**src/rtl/midi_rx_parser.sv**
```systemverilog
// -----------------------------------------------------------------------------
// midi_rx_parser
//   Serial MIDI front end. A 16x-oversampled UART receiver (8N1) feeds a
//   channel-voice message parser, and complete messages go into a small
//   first-word-fall-through event FIFO that the MMIO MIDI slot reads and pops.
//
// Parameters
//   CLK_FREQ  system clock in Hz
//   BAUD      MIDI bit rate; one 16x tick every CLK_FREQ/(BAUD*16) clocks
//   FIFO_AW   event FIFO address width (depth 2**FIFO_AW)
//
// Ports
//   clk        system clock
//   reset_n    asynchronous active-low reset
//   midi_in    raw MIDI line, idle high, asynchronous to clk
//   rd         pop the head event (single-cycle pulse)
//   clr_err    clear the ovf / frame_err sticky flags
//   ev_valid   FIFO not empty; ev_* carry the head event
//   ev_status  status byte of the head event
//   ev_data1   first data byte
//   ev_data2   second data byte (0 for one-data-byte messages)
//   ovf        sticky: an event was dropped because the FIFO was full
//   frame_err  sticky: a stop bit was sampled low
//
// Configuration
//   MIDI_RUNNING_STATUS_EN  when defined, the status byte stays latched after
//                           a complete message so further data bytes form new
//                           events with the same status.
// -----------------------------------------------------------------------------
module midi_rx_parser #(
   parameter int CLK_FREQ = 100_000_000,
   parameter int BAUD     = 31_250,
   parameter int FIFO_AW  = 2
) (
   input  logic       clk,
   input  logic       reset_n,
   input  logic       midi_in,
   input  logic       rd,
   input  logic       clr_err,
   output logic       ev_valid,
   output logic [7:0] ev_status,
   output logic [6:0] ev_data1,
   output logic [6:0] ev_data2,
   output logic       ovf,
   output logic       frame_err
);

   localparam int DVSR  = CLK_FREQ / (BAUD * 16);
   localparam int TW    = (DVSR > 1) ? $clog2(DVSR) : 1;
   localparam int DEPTH = 2 ** FIFO_AW;

   typedef enum logic [1:0] {ST_IDLE, ST_START, ST_DATA, ST_STOP} rx_state_e;

   typedef struct packed {
      logic [7:0] status;
      logic [6:0] d1;
      logic [6:0] d2;
   } midi_ev_t;

   // ---------------------------------------------------------------- state
   logic [1:0]       sync_q;
   logic [TW-1:0]    tick_cnt_q, tick_cnt_d;
   rx_state_e        state_q, state_d;
   logic [3:0]       s_cnt_q, s_cnt_d;
   logic [2:0]       n_cnt_q, n_cnt_d;
   logic [7:0]       shreg_q, shreg_d;
   logic             byte_rdy_q, byte_rdy_d;
   logic [7:0]       stat_q, stat_d;
   logic             stat_vld_q, stat_vld_d;
   logic             need2_q, need2_d;
   logic             have1_q, have1_d;
   logic [6:0]       d1_q, d1_d;
   logic [FIFO_AW:0] wr_ptr_q, wr_ptr_d;
   logic [FIFO_AW:0] rd_ptr_q, rd_ptr_d;
   logic             ovf_q, ovf_d;
   logic             frame_err_q, frame_err_d;
   midi_ev_t         mem_q [DEPTH];

   logic     rx_s;
   logic     tick;
   logic     frame_set;
   logic     push;
   midi_ev_t push_ev;
   logic     empty, full, do_wr, do_rd, ovf_set;
   midi_ev_t head;

   assign rx_s = sync_q[1];

   // Free-running 16x tick; the receiver is phase-agnostic and re-centres
   // on each start bit by counting 8 ticks.
   always_comb begin
      tick       = (tick_cnt_q == TW'(DVSR - 1));
      tick_cnt_d = tick ? '0 : tick_cnt_q + 1'b1;
   end

   // ---------------------------------------------------------------- RX FSM
   always_comb begin
      // NOTE: every signal written here gets a default first, so no path can
      // leave one unassigned and infer a latch.
      state_d    = state_q;
      s_cnt_d    = s_cnt_q;
      n_cnt_d    = n_cnt_q;
      shreg_d    = shreg_q;
      byte_rdy_d = 1'b0;
      frame_set  = 1'b0;
      unique case (state_q)
         ST_IDLE: begin
            if (!rx_s) begin
               state_d = ST_START;
               s_cnt_d = '0;
            end
         end
         ST_START: begin
            if (tick) begin
               if (s_cnt_q == 4'd7) begin
                  // Mid start bit: a high line means the falling edge was a glitch.
                  s_cnt_d = '0;
                  n_cnt_d = '0;
                  state_d = rx_s ? ST_IDLE : ST_DATA;
               end else begin
                  s_cnt_d = s_cnt_q + 4'd1;
               end
            end
         end
         ST_DATA: begin
            if (tick) begin
               if (s_cnt_q == 4'd15) begin
                  s_cnt_d = '0;
                  shreg_d = {rx_s, shreg_q[7:1]};  // LSB first
                  if (n_cnt_q == 3'd7) state_d = ST_STOP;
                  else                 n_cnt_d = n_cnt_q + 3'd1;
               end else begin
                  s_cnt_d = s_cnt_q + 4'd1;
               end
            end
         end
         ST_STOP: begin
            if (tick) begin
               if (s_cnt_q == 4'd15) begin
                  state_d = ST_IDLE;
                  if (rx_s) byte_rdy_d = 1'b1;
                  else      frame_set  = 1'b1;
               end else begin
                  s_cnt_d = s_cnt_q + 4'd1;
               end
            end
         end
         default: state_d = ST_IDLE;
      endcase
   end

   // ---------------------------------------------------------------- parser
   always_comb begin
      stat_d         = stat_q;
      stat_vld_d     = stat_vld_q;
      need2_d        = need2_q;
      have1_d        = have1_q;
      d1_d           = d1_q;
      push           = 1'b0;
      push_ev.status = stat_q;
      push_ev.d1     = d1_q;
      push_ev.d2     = 7'd0;
      // Real-time bytes (F8-FF) fall through untouched so they can sit
      // anywhere inside a message.
      if (byte_rdy_q && shreg_q[7:3] != 5'b11111) begin
         if (shreg_q[7:4] == 4'hF) begin
            stat_vld_d = 1'b0;
            have1_d    = 1'b0;
         end else if (shreg_q[7]) begin
            stat_d     = shreg_q;
            stat_vld_d = 1'b1;
            have1_d    = 1'b0;
            need2_d    = (shreg_q[7:5] != 3'b110);  // C0-DF carry one data byte
         end else if (stat_vld_q) begin
            if (need2_q && !have1_q) begin
               d1_d    = shreg_q[6:0];
               have1_d = 1'b1;
            end else begin
               push    = 1'b1;
               have1_d = 1'b0;
               if (need2_q) push_ev.d2 = shreg_q[6:0];
               else         push_ev.d1 = shreg_q[6:0];
`ifdef MIDI_RUNNING_STATUS_EN
               stat_vld_d = stat_vld_q;
`else
               stat_vld_d = 1'b0;
`endif
            end
         end
      end
   end

   // ---------------------------------------------------------------- FIFO
   always_comb begin
      empty   = (wr_ptr_q == rd_ptr_q);
      full    = (wr_ptr_q[FIFO_AW] != rd_ptr_q[FIFO_AW]) &&
                (wr_ptr_q[FIFO_AW-1:0] == rd_ptr_q[FIFO_AW-1:0]);
      do_rd   = rd && !empty;
      // A pop in the same cycle frees the slot, so a full FIFO still accepts.
      do_wr   = push && (!full || rd);
      ovf_set = push && full && !rd;
      wr_ptr_d = wr_ptr_q + {{FIFO_AW{1'b0}}, do_wr};
      rd_ptr_d = rd_ptr_q + {{FIFO_AW{1'b0}}, do_rd};
      // Set wins over clear when both land in the same cycle.
      ovf_d       = (ovf_q & ~clr_err) | ovf_set;
      frame_err_d = (frame_err_q & ~clr_err) | frame_set;
      head        = mem_q[rd_ptr_q[FIFO_AW-1:0]];
   end

   // NOTE: the event storage has no reset; it is only read through ev_valid
   // gating, so clearing it would cost reset routing for nothing.
   always_ff @(posedge clk) begin
      if (do_wr) mem_q[wr_ptr_q[FIFO_AW-1:0]] <= push_ev;
   end

   // NOTE: sequential state uses non-blocking assignments so every flop
   // samples the pre-edge value of every other flop.
   always_ff @(posedge clk or negedge reset_n) begin
      if (!reset_n) begin
         sync_q      <= 2'b11;
         tick_cnt_q  <= '0;
         state_q     <= ST_IDLE;
         s_cnt_q     <= '0;
         n_cnt_q     <= '0;
         shreg_q     <= '0;
         byte_rdy_q  <= 1'b0;
         stat_q      <= '0;
         stat_vld_q  <= 1'b0;
         need2_q     <= 1'b0;
         have1_q     <= 1'b0;
         d1_q        <= '0;
         wr_ptr_q    <= '0;
         rd_ptr_q    <= '0;
         ovf_q       <= 1'b0;
         frame_err_q <= 1'b0;
      end else begin
         sync_q      <= {sync_q[0], midi_in};
         tick_cnt_q  <= tick_cnt_d;
         state_q     <= state_d;
         s_cnt_q     <= s_cnt_d;
         n_cnt_q     <= n_cnt_d;
         shreg_q     <= shreg_d;
         byte_rdy_q  <= byte_rdy_d;
         stat_q      <= stat_d;
         stat_vld_q  <= stat_vld_d;
         need2_q     <= need2_d;
         have1_q     <= have1_d;
         d1_q        <= d1_d;
         wr_ptr_q    <= wr_ptr_d;
         rd_ptr_q    <= rd_ptr_d;
         ovf_q       <= ovf_d;
         frame_err_q <= frame_err_d;
      end
   end

   assign ev_valid  = !empty;
   assign ev_status = empty ? 8'd0 : head.status;
   assign ev_data1  = empty ? 7'd0 : head.d1;
   assign ev_data2  = empty ? 7'd0 : head.d2;
   assign ovf       = ovf_q;
   assign frame_err = frame_err_q;

endmodule

```
**config.mk**
```make
export PLATFORM = sky130hd
export DESIGN_NAME = midi_rx_parser
export DESIGN_NICKNAME = d
export VERILOG_FILES = /design/src/rtl/midi_rx_parser.sv
export SDC_FILE = /design/constraint.sdc
export NUM_CORES = 1
export LEC_CHECK = 0
export ABC_AREA = 1
export CORE_MARGIN = 4
export CORE_UTILIZATION = 49
export CTS_CLUSTER_SIZE = 20
export DETAILED_ROUTE_END_ITERATION = 10
export GPL_ROUTABILITY_DRIVEN = 0
export PLACE_DENSITY = 0.67
export SLEW_MARGIN = 20
export SYNTH_ARGS = -nofsm -noshare
export SYNTH_HDL_FRONTEND = slang
export SYNTH_SLANG_ARGS = --single-unit
```
**constraint.sdc**
```tcl
create_clock -name clk -period 6.7 [get_ports clk]
set_input_delay 1.005 -clock clk [delete_from_list [all_inputs] [get_ports clk]]
set_output_delay 1.005 -clock clk [all_outputs]
set_load 0.05 [all_outputs]
```
# ---- Word-level counts from Yosys, hierarchy flattened
# Memories as Yosys holds them, arrays and structs flattened.
# Index checks and enable logic that the tools add are counted.
dict set report word_totals {
  register_bits 54
  ramBits 88
  inputBits 5
  word_cells 131
  mem_count 1
}
dict set report classes {
  add_sub_neg 5
  n_eq_ne 23
  muxes 57
  bitwise_logic 7
  n_reduce_logical 22
}
# name depth width read_ports rd_ports_with_merged_regs wr line
set memory_table {}
lappend memory_table {mem_q 4 22 1 0 1 77} ;# midi_ev_t mem_q [DEPTH];
# cell count
set ops {}
lappend ops {{2-to-1 mux 14 bit} 5}
lappend ops {{2-to-1 mux 4 bit} 7}
lappend ops {{2-to-1 mux 7 bit} 4}
lappend ops {{2-to-1 mux 1 bit} 22}
lappend ops {{inequality test 2 bit, second input constant} 10}
lappend ops {{2-to-1 mux 2 bit} 9}
lappend ops {{2-to-1 mux 8 bit} 2}
lappend ops {{case mux 4 bit (4 select lines)} 1}
lappend ops {{2-to-1 mux 3 bit} 5}
lappend ops {{AND reduction 5 bit} 2}
lappend ops {{adder 8 x 1 -> 8 bit, second input constant} 1}
lappend ops {{equality test 4 bit, second input constant} 2}
lappend ops {{equality test 8 bit, second input constant} 1}
lappend ops {{case mux 2 bit (4 select lines)} 1}
lappend ops {{AND reduction 8 bit} 1}
lappend ops {{logical AND 1 bit} 7}
lappend ops {{adder 3 x 1 -> 3 bit} 2}
lappend ops {{case mux 3 bit (2 select lines)} 1}
lappend ops {{AND reduction 3 bit} 2}
lappend ops {{AND reduction 6 bit} 1}
lappend ops {{inequality test 5 bit, second input constant} 1}
lappend ops {{adder 4 x 1 -> 4 bit, second input constant} 1}
lappend ops {{equality test 2 bit, second input constant} 2}
lappend ops {{equality test 4 x 3 -> 1 bit, second input constant} 1}
lappend ops {{16 further kinds} 23}

# ---- Depth between registers and ports, before layout
dict set report logic_depth {
  ltp_word 10
  mapped_depth 12
}

# ---- Worst setup path after synthesis
# OpenSTA, ideal clock, no wires.
dict set report synth_path {
  path_type {in2reg}
  from {input port rd}
  to {memory mem_q[2][0] (netlist name), enable pin}
  t_arrival_ns 2.749
  required_ns 6.271
  path_slack_ns 3.522
  stages 4
  cell_sequence {nor2_1 > nand2_1 > nand2_1 > nor3_1}
}
dict set report synth_between {
  elab_chain_cells 4
}
# element line
set synth_rtl {}
lappend synth_rtl {{start: declaration} 38} ;# input logic rd,
lappend synth_rtl {{logical OR 1 bit} 200} ;# do_wr = push && (!full || rd);
lappend synth_rtl {{logical AND 1 bit} 200}
lappend synth_rtl {{2-to-1 mux 1 bit} 213} ;# if (do_wr) mem_q[wr_ptr_q[FIFO_AW-1:0]] <= push_ev;
lappend synth_rtl {{2-to-1 mux 1 bit (not written as such)} 213}
lappend synth_rtl {{end: declaration} 77}
# No other way between the ends.

# ---- Worst setup path in the final report
dict set report layout_path {
  from {register rd_ptr_q[1]}
  to {output port ev_status[5]}
}
dict set report layout_between {
  elab_chain_cells 2
}
# element line
set layout_rtl {}
lappend layout_rtl {{start: declaration} 74} ;# logic [FIFO_AW:0] rd_ptr_q, rd_ptr_d;
lappend layout_rtl {{start signal: assignment} 250} ;# rd_ptr_q <= rd_ptr_d;
lappend layout_rtl {{memory (4 x 22 bit) / equality test 3 bit (equally long branches)} n/a}
lappend layout_rtl {{2-to-1 mux 8 bit *} 257} ;# assign ev_status = empty ? 8'd0 : head.status;
lappend layout_rtl {{end: declaration} 41} ;# output logic [7:0] ev_status,
# Every way passes the cells marked *; elsewhere a longest branch is shown, timed or not.

==> flow_summary.ini <==
[sta]
fmax_mhz = 218
rsz0062_at_grt = false
finClkSkew_ps = 6.44
finalCritPeriodShare_pct = 68.5
hold_slack_ps = 356
worstMarginPinSlew_ps = 892
maxSlewViolCount = 0
period_needed_ps = 4590
setup_viol = 0
tns_ps = 0
hold_viol = 0
relSlewSlack_pct = 40.5
setup_slack_ps = 2110

[place]
placed_area_sq_mm = 0.00653
numPortBuffers = 29
dp_hpwl_microns = 7090
post-place-ws_ps = 2520

[global_route]
overflow = 0
grt_pass1_wl_microns = 19700
grt_usage_pct = 17.7
grt_max_degree = 55
antenna_found_initial = 0
grt_pass1_vias = 3991

[floorplanning]
ioPinCount = 30
die_h_microns = 119
dieArea_sq_mm = 0.0143
rows = 40
die_w_microns = 119
coreArea_sq_mm = 0.0121
start_util_pct = 50.4

[layout]
fin_nets = 625
fillCellCount = 1009
antenna_cells = 0
final_cell_mix = 111 x nand2_1, 88 x edfxtp_1, 72 x nor2_1
drive_gt1_share_pct = 9.28
syn_to_final_growth_pct = 17.0
final_area_sq_mm = 0.00711
layout_commonest_cell = nand2_1

[clock_tree]
cts_buffer_depth = 2
cts_buffers = 17
clk_latency_ps = 420
h-tree-depth = 4
clkTransAtPathRegs_ps = 60
ctsHoldBuffers = 0
cts-root-buf = clkbuf_16
clock_sinks = 142
post_cts_buffers = 0
post_cts_resized = 0
cts_tree = built

[worst_hold_path]
hold_path.class = flop to flop
hold_start = sync_q[0]
whs_endpoint = sync_q[1]
worstHoldPathCells = 0

[critical_path]
cp.arrival_ps = 3580
cp_cell_sequence = inv_1, nand2_1, a21oi_2, nand2_2, nand2_1, inv_1, clkdlybuf4s50_1
required_ps = 5690
reg2regPathDepth = 7
cp_top_family = buffers and inverters
startpoint_type = flop
r2r_start = rd_ptr_q[1]
cp-end-kind = output pin
cp_slowest_stage_delay_ps = 920
slowest_stage = dfrtp_1
cp_max_fo = 25
crit_type = flop to output pin
path_buf_inv = 3
r2r-end = mem_q[0][16]
r2r_slack_ps = 3720

[routing]
vias_per_cell = 5.06
drc_errors = 0
vias = 4016
dr.first_iter.drc_count = 349
ant_nets = 0
post_drt_wl_per_cell_microns = 14.7
dr.pass1.iters = 4
routed_wl_microns = 11700

[logic_synthesis]
synth-seq-cells = 142
ys_types = 35
syn_avg_cell_area_sq_um = 10.5
synth_nets = 591
syn_inst = 578
synth_area_sq_mm = 0.00608
async_flop_share_pct = 38.0
seq_area_frac_synth_pct = 65.7
synth_top_flop_cell = edfxtp_1
synth_edf_count = 88
synth-warning-count = 0

[power_and_ir_drop]
p_per_area_mw_per_mm2 = 261
peakVddDrop_mv = 0.152
p_leak_nw = 3.39
total_power_mw = 1.86

[run_status]
status = complete, no violations

[flow_run]
max-cap-violations = 0
per-stage QoR:
step	std cells	utilization [%]
6_report	793	59.0
5_1_grt	793	59.0
4_1_cts	793	59.0
3_5_place_dp	761	54.1
3_3_place_gp	761	54.1
2_1_floorplan	578	-
layout make-up:
type                            count  area, sq um  share of cell area (%)
Tap cell                          168          210                    2.96
Timing Repair Buffer               35          330                    4.64
Sequential cell                   142         4000                    56.2
Inverter                           71          269                    3.78
Clock buffer                       27          505                    7.11
Multi-Input combinational cell    345         1720                    24.2
Clock inverter                      5         80.1                    1.13
flip-flops by register name, indices dropped and copies added (netlist names), 2 cells and up, named ones only:
signal,count
shreg_q,8
s_cnt_q,4
n_cnt_q,3
sync_q,2
tick_cnt_q,8
mem_q,88
wr_ptr_q,3
stat_q,8
rd_ptr_q,3
d1_q,7
where the power goes:
group	total, mW	switching (mW)	internal [mW]
clock	0.925	0.332	0.593
combinational	0.00919	0.00692	0.00228
sequential	0.924	0.000432	0.924
total	1.86	0.339	1.52
cell usage after synthesis (3+ instances only):
cell type / instances / area (sq um)
nor2_1: 72 / 270
nor3_1: 6 / 30.0
inv_1: 65 / 244
nand2_2: 4 / 25.0
o22ai_1: 22 / 138
buf_6: 3 / 33.8
edfxtp_1: 88 / 2640
a21oi_2: 3 / 26.3
buf_2: 5 / 25.0
xor2_1: 6 / 52.6
o21ai_0: 55 / 275
o21ai_1: 23 / 115
buf_4: 3 / 22.5
dfrtp_1: 52 / 1300
nand2_1: 111 / 417
clkbuf_1: 9 / 33.8
nand4_1: 3 / 18.8
ha_1: 8 / 100
nand3_1: 15 / 75.1
inv_2: 5 / 18.8
worst register-to-register path, cell delays in order (launching register included):
cell	delay, ps
dfrtp_1	920
inv_1	600
nand2_1	220
a21oi_2	80
nand2_1	120
nand2_1	180
nor3_2	140
buf_4	360
how the worst max path moves through the flow:
stage	cells after the start	end	slack, ps	from
floorplan	4	mem_q[2][0]	3520	rd
global placement	7	ev_status[3]	2570	rd_ptr_q[1]
detailed placement	7	ev_status[5]	2520	rd_ptr_q[1]
CTS	7	ev_status[5]	2070	rd_ptr_q[1]
global route	7	ev_status[7]	1860	rd_ptr_q[1]
finish	7	ev_status[5]	2110	rd_ptr_q[1]
per-layer routing:
layer	GRT usage, %	wire [microns]	vias to the layer above
li1	-	-	2009
met1	22.9	5340	1931
met2	28.8	5760	63
met3	4.94	425	13
met4	6.01	148	0
met5	0	0	-
kinds of logic (layout without fill, tap and decap cells):
logic type | Yosys count | in the layout | share of synthesized area (%)
flops | 142 | 142 | 65.7
simple gates | 221 | 221 | 15.5
compound gates | 109 | 109 | 9.79
xor+xnor | 7 | 7 | 1.01
fa+ha+maj | 8 | 8 | 1.65
buf+inv | 91 | 138 | 6.32
No activity file was read; power rests on OpenSTA's default activity.
